[config.mk]
export PLATFORM = sky130hd
export DESIGN_NAME = code_loader
export DESIGN_NICKNAME = d
export VERILOG_FILES = /design/src/rtl/code_loader.sv
export SDC_FILE = /design/constraint.sdc
export NUM_CORES = 1
export LEC_CHECK = 0
export ABC_AREA = 1
export ABC_CLOCK_PERIOD_IN_PS = 3620
export CAP_MARGIN = 40
export CELL_PAD_IN_SITES_DETAIL_PLACEMENT = 1
export CELL_PAD_IN_SITES_GLOBAL_PLACEMENT = 2
export CORE_ASPECT_RATIO = 1.1
export CORE_MARGIN = 2
export CORE_UTILIZATION = 26
export DETAILED_ROUTE_END_ITERATION = 8
export PLACE_DENSITY = 0.75
export SLEW_MARGIN = 40
export SYNTH_ARGS = -nofsm -noshare
export SYNTH_HDL_FRONTEND = slang
export SYNTH_SLANG_ARGS = --single-unit
[constraint.sdc]
create_clock -name iCLK -period 3.62 [get_ports iCLK]
set_input_delay 0.724 -clock iCLK [delete_from_list [all_inputs] [get_ports iCLK]]
set_output_delay 0.724 -clock iCLK [all_outputs]
set_load 0.1 [all_outputs]
[src/rtl/code_loader.sv]
// Byte-stream code loader: packs little-endian bytes into 32-bit words and writes them to user code memory.
// Optional running checksum of written words is built when CODE_LOADER_CHECKSUM_EN is defined.
module code_loader #(
    parameter logic [31:0] USER_LIMIT = 32'h00004000
) (
    input  logic        iCLK,
    input  logic        iRST,
    input  logic        iStart,
    input  logic [31:0] iBaseAddr,
    input  logic [12:0] iWordCount,
    input  logic        iByteValid,
    input  logic [7:0]  iByte,
    output logic        oByteReady,
    input  logic        iAbort,
    output logic        oBusy,
    output logic        oDone,
    output logic        oError,
    output logic [31:0] oAddress,
    output logic [31:0] oWriteData,
    output logic        oMemWrite,
    output logic        oMemRead,
    output logic [31:0] oChecksum
);

    typedef enum logic [1:0] {
        IDLE    = 2'd0,
        COLLECT = 2'd1,
        WRITE   = 2'd2,
        DONE    = 2'd3
    } state_t;

    state_t      state_r;
    logic [31:0] addr_r;
    logic [12:0] remaining_r;
    logic [1:0]  byte_idx_r;
    logic [23:0] partial_r;
    logic [31:0] wdata_r;
    logic        ready_r;
    logic        busy_r;
    logic        done_r;
    logic        error_r;
    logic        mem_write_r;

    logic [33:0] end_addr_s;
    logic        start_bad_s;
    logic        byte_take_s;

    // Widened end address so a huge base plus count cannot wrap past the limit check.
    assign end_addr_s  = {2'b00, iBaseAddr} + {19'd0, iWordCount, 2'b00};
    assign start_bad_s = (iBaseAddr[1:0] != 2'b00) || (end_addr_s > {2'b00, USER_LIMIT});
    assign byte_take_s = ready_r & iByteValid;

    assign oByteReady = ready_r;
    assign oBusy      = busy_r;
    assign oDone      = done_r;
    assign oError     = error_r;
    assign oAddress   = addr_r;
    assign oWriteData = wdata_r;
    assign oMemWrite  = mem_write_r;
    assign oMemRead   = 1'b0;

    // Load sequencer: start validation, byte packing, single-cycle write, completion.
    always_ff @(posedge iCLK or posedge iRST) begin
        if (iRST) begin
            state_r     <= IDLE;
            addr_r      <= 32'd0;
            remaining_r <= 13'd0;
            byte_idx_r  <= 2'd0;
            partial_r   <= 24'd0;
            wdata_r     <= 32'd0;
            ready_r     <= 1'b0;
            busy_r      <= 1'b0;
            done_r      <= 1'b0;
            error_r     <= 1'b0;
            mem_write_r <= 1'b0;
        end else begin
            done_r      <= 1'b0;
            error_r     <= 1'b0;
            mem_write_r <= 1'b0;
            case (state_r)
                IDLE: begin
                    if (iStart) begin
                        if (start_bad_s) begin
                            error_r <= 1'b1;
                        end else if (iWordCount == 13'd0) begin
                            state_r <= DONE;
                            done_r  <= 1'b1;
                        end else begin
                            addr_r      <= iBaseAddr;
                            remaining_r <= iWordCount;
                            byte_idx_r  <= 2'd0;
                            ready_r     <= 1'b1;
                            busy_r      <= 1'b1;
                            state_r     <= COLLECT;
                        end
                    end else begin
                        state_r <= IDLE;
                    end
                end
                COLLECT: begin
                    if (iAbort) begin
                        ready_r <= 1'b0;
                        busy_r  <= 1'b0;
                        state_r <= IDLE;
                    end else if (byte_take_s) begin
                        byte_idx_r <= byte_idx_r + 2'd1;
                        case (byte_idx_r)
                            2'd0:    partial_r[7:0]   <= iByte;
                            2'd1:    partial_r[15:8]  <= iByte;
                            2'd2:    partial_r[23:16] <= iByte;
                            default: begin
                                wdata_r     <= {iByte, partial_r};
                                mem_write_r <= 1'b1;
                                ready_r     <= 1'b0;
                                state_r     <= WRITE;
                            end
                        endcase
                    end else begin
                        state_r <= COLLECT;
                    end
                end
                WRITE: begin
                    addr_r      <= addr_r + 32'd4;
                    remaining_r <= remaining_r - 13'd1;
                    if (iAbort) begin
                        busy_r  <= 1'b0;
                        state_r <= IDLE;
                    end else if (remaining_r == 13'd1) begin
                        busy_r  <= 1'b0;
                        done_r  <= 1'b1;
                        state_r <= DONE;
                    end else begin
                        ready_r <= 1'b1;
                        state_r <= COLLECT;
                    end
                end
                DONE: begin
                    state_r <= IDLE;
                end
                default: begin
                    ready_r <= 1'b0;
                    busy_r  <= 1'b0;
                    state_r <= IDLE;
                end
            endcase
        end
    end

`ifdef CODE_LOADER_CHECKSUM_EN
    logic [31:0] checksum_r;

    // Running sum of written words, restarted by each accepted valid load request.
    always_ff @(posedge iCLK or posedge iRST) begin
        if (iRST) begin
            checksum_r <= 32'd0;
        end else if ((state_r == IDLE) && iStart && !start_bad_s) begin
            checksum_r <= 32'd0;
        end else if (state_r == WRITE) begin
            checksum_r <= checksum_r + wdata_r;
        end else begin
            checksum_r <= checksum_r;
        end
    end

    assign oChecksum = checksum_r;
`else
    assign oChecksum = 32'd0;
`endif

endmodule

## Word-level counts from Yosys, hierarchy flattened

Cells that the tools add are included.
Widths: inputs -> output; s select.

| storage, ports and cells | value |
|---|---|
| output and inout port bits | 102 |
| bits in writable memories | 0 |
| register bits | 110 |
| input bits | 58 |
| latch bits | 0 |
| ROM bits | 0 |
| word-level logic and storage cells | 107 |
| memories kept | 0 |

| operators by class | value |
|---|---|
| magnitude comparators | 1 |
| shift-type cells | 0 |
| multiplexer cells | 49 |
| add/sub/neg operators | 4 |
| multiply operators | 0 |
| reduce and logical (&&, ||, !) cells | 18 |
| div/mod/pow operators | 0 |
| eq/ne operators | 19 |
| bitwise gates (word level) | 3 |

Operator list:

| cell | count |
|---|---|
| $mux 32 | 3 |
| $pmux 32 s2 | 1 |
| $mux 13 | 3 |
| $add 32x15->33 | 1 |
| $gt 33x15->1 const B | 1 |
| $add 32x3->32 const B | 1 |
| $mux 2 | 13 |
| $pmux 13 s2 | 1 |
| $mux 1 | 23 |
| $reduce_and 4->1 | 5 |
| $ne 2x2->1 const B | 8 |
| $eq 13x1->1 const B | 1 |
| $logic_not 13->1 | 1 |
| $sub 13x1->13 const B | 1 |
| $ne 3x3->1 const B | 4 |
| $reduce_and 6->1 | 2 |
| $pmux 2 s4 | 1 |
| $reduce_and 8->1 | 1 |
| $eq 2x2->1 const B | 3 |
| $pmux 1 s3 | 2 |
| $reduce_bool 2->1 | 3 |
| $eq 2x1->1 const B | 2 |
| $logic_not 2->1 | 2 |
| $ne 4x4->1 const B | 1 |
| other kinds (9) | 10 |

## Longest topological paths before layout

| depth | value |
|---|---|
| depth after elaboration | 6 |
| mapped depth | 21 |
| mapped depth without buffers | 20 |

## Worst setup path before layout

Ideal clock, no wire load.

| timing | value |
|---|---|
| kind | in2reg |
| start point | input iBaseAddr[2] |
| end point | register addr_r[25] (netlist: oAddress[25]) |
| slack | 674 ps |
| setup time | 123 ps |
| cell stages on the path | 18 |
| arrival | 2823 ps |
| buffers on the path | 1 |
| required time | 3497 ps |
| path through | ha_1 > fa_1 > or2_2 > a21oi_1 > nand3_1 > nor2_1 > nand2_1 > nor2_1 > nand3_1 > nand2_1 > nand2_1 > nor2_2 > nand2_2 > nand2_4 > nand3_4 > buf_6 > nand2_1 > nand2_1 |

| on the way | value |
|---|---|
| word-level cells in the longest chain between the ends | 5 |

Ends and longest elaborated chain:

| what | line | text |
|---|---|---|
| start, declared | 9 | `input logic [31:0] iBaseAddr,` |
| $add 32x15->33 | 49 | `assign end_addr_s = {2'b00, iBaseAddr} + {19'd0, iWordCount, 2'b00};` |
| $gt 33x15->1 | 50 | `assign start_bad_s = (iBaseAddr[1:0] != 2'b00) \|\| (end_addr_s > {2'b00, USER_LIMIT});` |
| $logic_or 1x1->1 | 50 |  |
| $ne 2x2->1 (no line) | n/a |  |
| $reduce_and 4->1 (no line) | n/a |  |
| end signal, assigned | 89 | `addr_r <= iBaseAddr;` |
| end signal, assigned | 123 | `addr_r <= addr_r + 32'd4;` |
| end, declared | 33 | `logic [31:0] addr_r;` |

Every way passes these cells.
A chain may end at the register's enable or synchronous reset.

## Worst setup path in the final report

| timing | value |
|---|---|
| start point | input iBaseAddr[2] |
| end point | register addr_r[29] (netlist: oAddress[29]) |

The elaborated chain is that of the path after synthesis.

==> reports/results.ini <==
[cells_and_area]
final_util_pct=33.9
layout-drive-gt1-share_pct=17.4
area.growth.synth_to_final_pct=28.6
diodes=0
instances_no_fill=1666
final_net_count=1370

[cts]
cts_root_buf=clkbuf_16
h-tree-depth=3
clk_pin_slew_worst_paths_ps=80
clock_sinks=110
cts_tree=yes
cts-buffers-inserted=9
ctsHoldBuffers=0
clock_path_buffers=2
insertion_delay_ps=360

[timing]
slew_violations=0
clock-skew-final_ps=11.0
setup_violations=0
finalHoldWorstSlack_ps=483
period_minus_slack_ps=3410
timing.final.crit_share_pct=94.2
fin_ws_ps=208
worst_slew_pin_slew_ps=641
fmax_mhz=293
maxSlewHeadroom_pct=56.1
hold_viol=0
final.setup.tns_ps=0

[routing]
wl_met3_um=854
route.detailed.drc=0
wl_per_cell_um=16.8
highest_layer=met4
wl_met1_mm=12.6
routed_wl_mm=28.0
vias=7829
wl_met2_mm=14.0
drtIter0Drc=387
detail_route.vias_per_cell=4.70
drt_pass1_iterations=4
antenna_left=0

[worst_hold_path]
min_path_type=flip-flop to flip-flop

[setup_path]
critPathRequiredTime_ps=3870
worstSetupPathType=input pin to flip-flop
critPathCaptureType=flip-flop
critPathLaunchType=input pin
cp.arrival_ps=3660
crit_fanout=16

[yosys]
ys_top_cells_by_area=dfrtp_1 35%, nand2_1 17%, inv_1 5.4%, nand4_1 5.1%, nor2_1 4.4%
synth_edf_count=0
avgSynthCellArea_um2=7.04
yosys_warnings=0
synth-seq-area-share_pct=35.3
post-synth-top-count-cell=nand2_1
async_reset_ff_share_pct=100
synthCells=1106
synth_ff_type=dfrtp_1
netlist_area_mm2=0.00779
yosysTopAreaCellShare_pct=35.3
synthTopCellsByCount=355 x nand2_1, 112 x inv_1, 110 x dfrtp_1, 92 x nor2_1, 64 x nand4_1
synth.distinct_cells=44
yosysTopAreaCell=dfrtp_1
ys_ff_latch=110

[floorplan]
die_x_um=169
dieArea_mm2=0.0314
core_area_mm2=0.0296
die_y_um=186
io_pins=160
initial_core_util_pct=26.3
num_rows=66

[placed_design]
pre_cts_ws_ps=-344
port_buffers=126
gp_congestion=0.843
post-dp-hpwl_mm=22.1
place_inst=1644

[global_routing]
grt_max_degree=58
grt_pass1_vias=8098
gr-total-overflow=0
grt_pass1_wl_mm=44.2
grt_antenna_before_repair=0
track_usage_pct=18.1

[power_and_ir_drop]
p_leak_uw=0.00521
power_density_mw_per_mm2=684
vdd_ir_drop_max_mv=0.458

[run]
drv_cap=0

[outcome]
status=complete, no violations

per-layer routing:
metal,vias up,global-route usage [%]
met5,-,0
met1,3766,23.1
li1,3887,-
met2,153,32.6
met4,0,4.82
met3,23,1.96
final cells by class:
cell class | instances | area, um2
Inverter | 120 | 454
Multi-Input combinational cell | 840 | 4320
Tap cell | 374 | 468
Fill cell | 3726 | 19500
Sequential cell | 110 | 2750
Clock inverter | 6 | 87.6
Clock buffer | 10 | 229
Timing Repair Buffer | 206 | 1700
worst max-delay path, stage by stage:
cell and delay [ps]:
clkdlybuf4s50_1 440, ha_2 210, fa_2 360, buf_4 150, nand3_1 100, nand3b_1 270, nand2_2 170, nand2_1 60
nand2_1 60, nand2_1 60, nor2_2 150, nand3_2 110, nor2_4 110, nand2_2 100, nand2_4 140, nand3_4 110
buf_6 210, nand2_1 70, nand2_1 60
cells in the final DEF, fill, tap and decap left out, types with 17 or more instances in the layout:
| master | n |
|---|---|
| nor2_1 | 90 |
| nand2_1 | 354 |
| a21oi_1 | 29 |
| o21ai_0 | 59 |
| mux2_2 | 24 |
| dfrtp_1 | 110 |
| inv_1 | 111 |
| buf_4 | 91 |
| nand3_1 | 60 |
| nand4_1 | 64 |
| ha_1 | 21 |
| clkdlybuf4s50_1 | 57 |
| nor3_1 | 17 |
| buf_2 | 47 |
| conb_1 | 33 |
where the power goes:
part / internal, uW / switching (uW)
sequential: 1600 / 460
combinational: 928 / 2790
clock: 559 / 516
logic make-up after synthesis:
kind of cell	Yosys count	share of synthesized area [%]
compound gates	103	6.99
xor+xnor	25	2.81
fa+ha+maj	25	4.11
buf+inv	188	11.3
flops	110	35.3
mux	24	3.47
other cells	1	0.0481
simple gates	630	35.9
registers in the layout, summed over array words and instances, names as in the netlist:
signal,count
oAddress,32
oWriteData,32
partial_r,24
remaining_r,13
byte_idx_r,2
state_r,2
oBusy,1
oByteReady,1
oDone,1
oError,1
oMemWrite,1
timing repair:
action	4_1_cts	5_1_grt
setup buffers	0	2
hold endpoints to repair	0	0
resized for setup	0	10
endpoints found under the setup margin	0	48
through the flow:
step	instance area, um2	power (uW)
floorplan	7910	4720
global placement	9790	5730
detailed placement	9550	5720
CTS	9870	6820
global route	10000	7300
finish	10000	6850
path summary, 6_finish.rpt:
check	to	from	cells past startpoint	slack (ps)
hold / removal	partial_r[10]	partial_r[10]	2	480
setup reg to reg	oAddress[26]	oAddress[2]	13	800
max in group asynchronous	oAddress[6]	iRST	4	2310
min in group asynchronous	oAddress[1]	iRST	2	670
setup / recovery	oAddress[29]	iBaseAddr[2]	19	210
hold reg to reg	partial_r[10]	partial_r[10]	2	480
No activity file was read; power rests on OpenSTA's default activity.
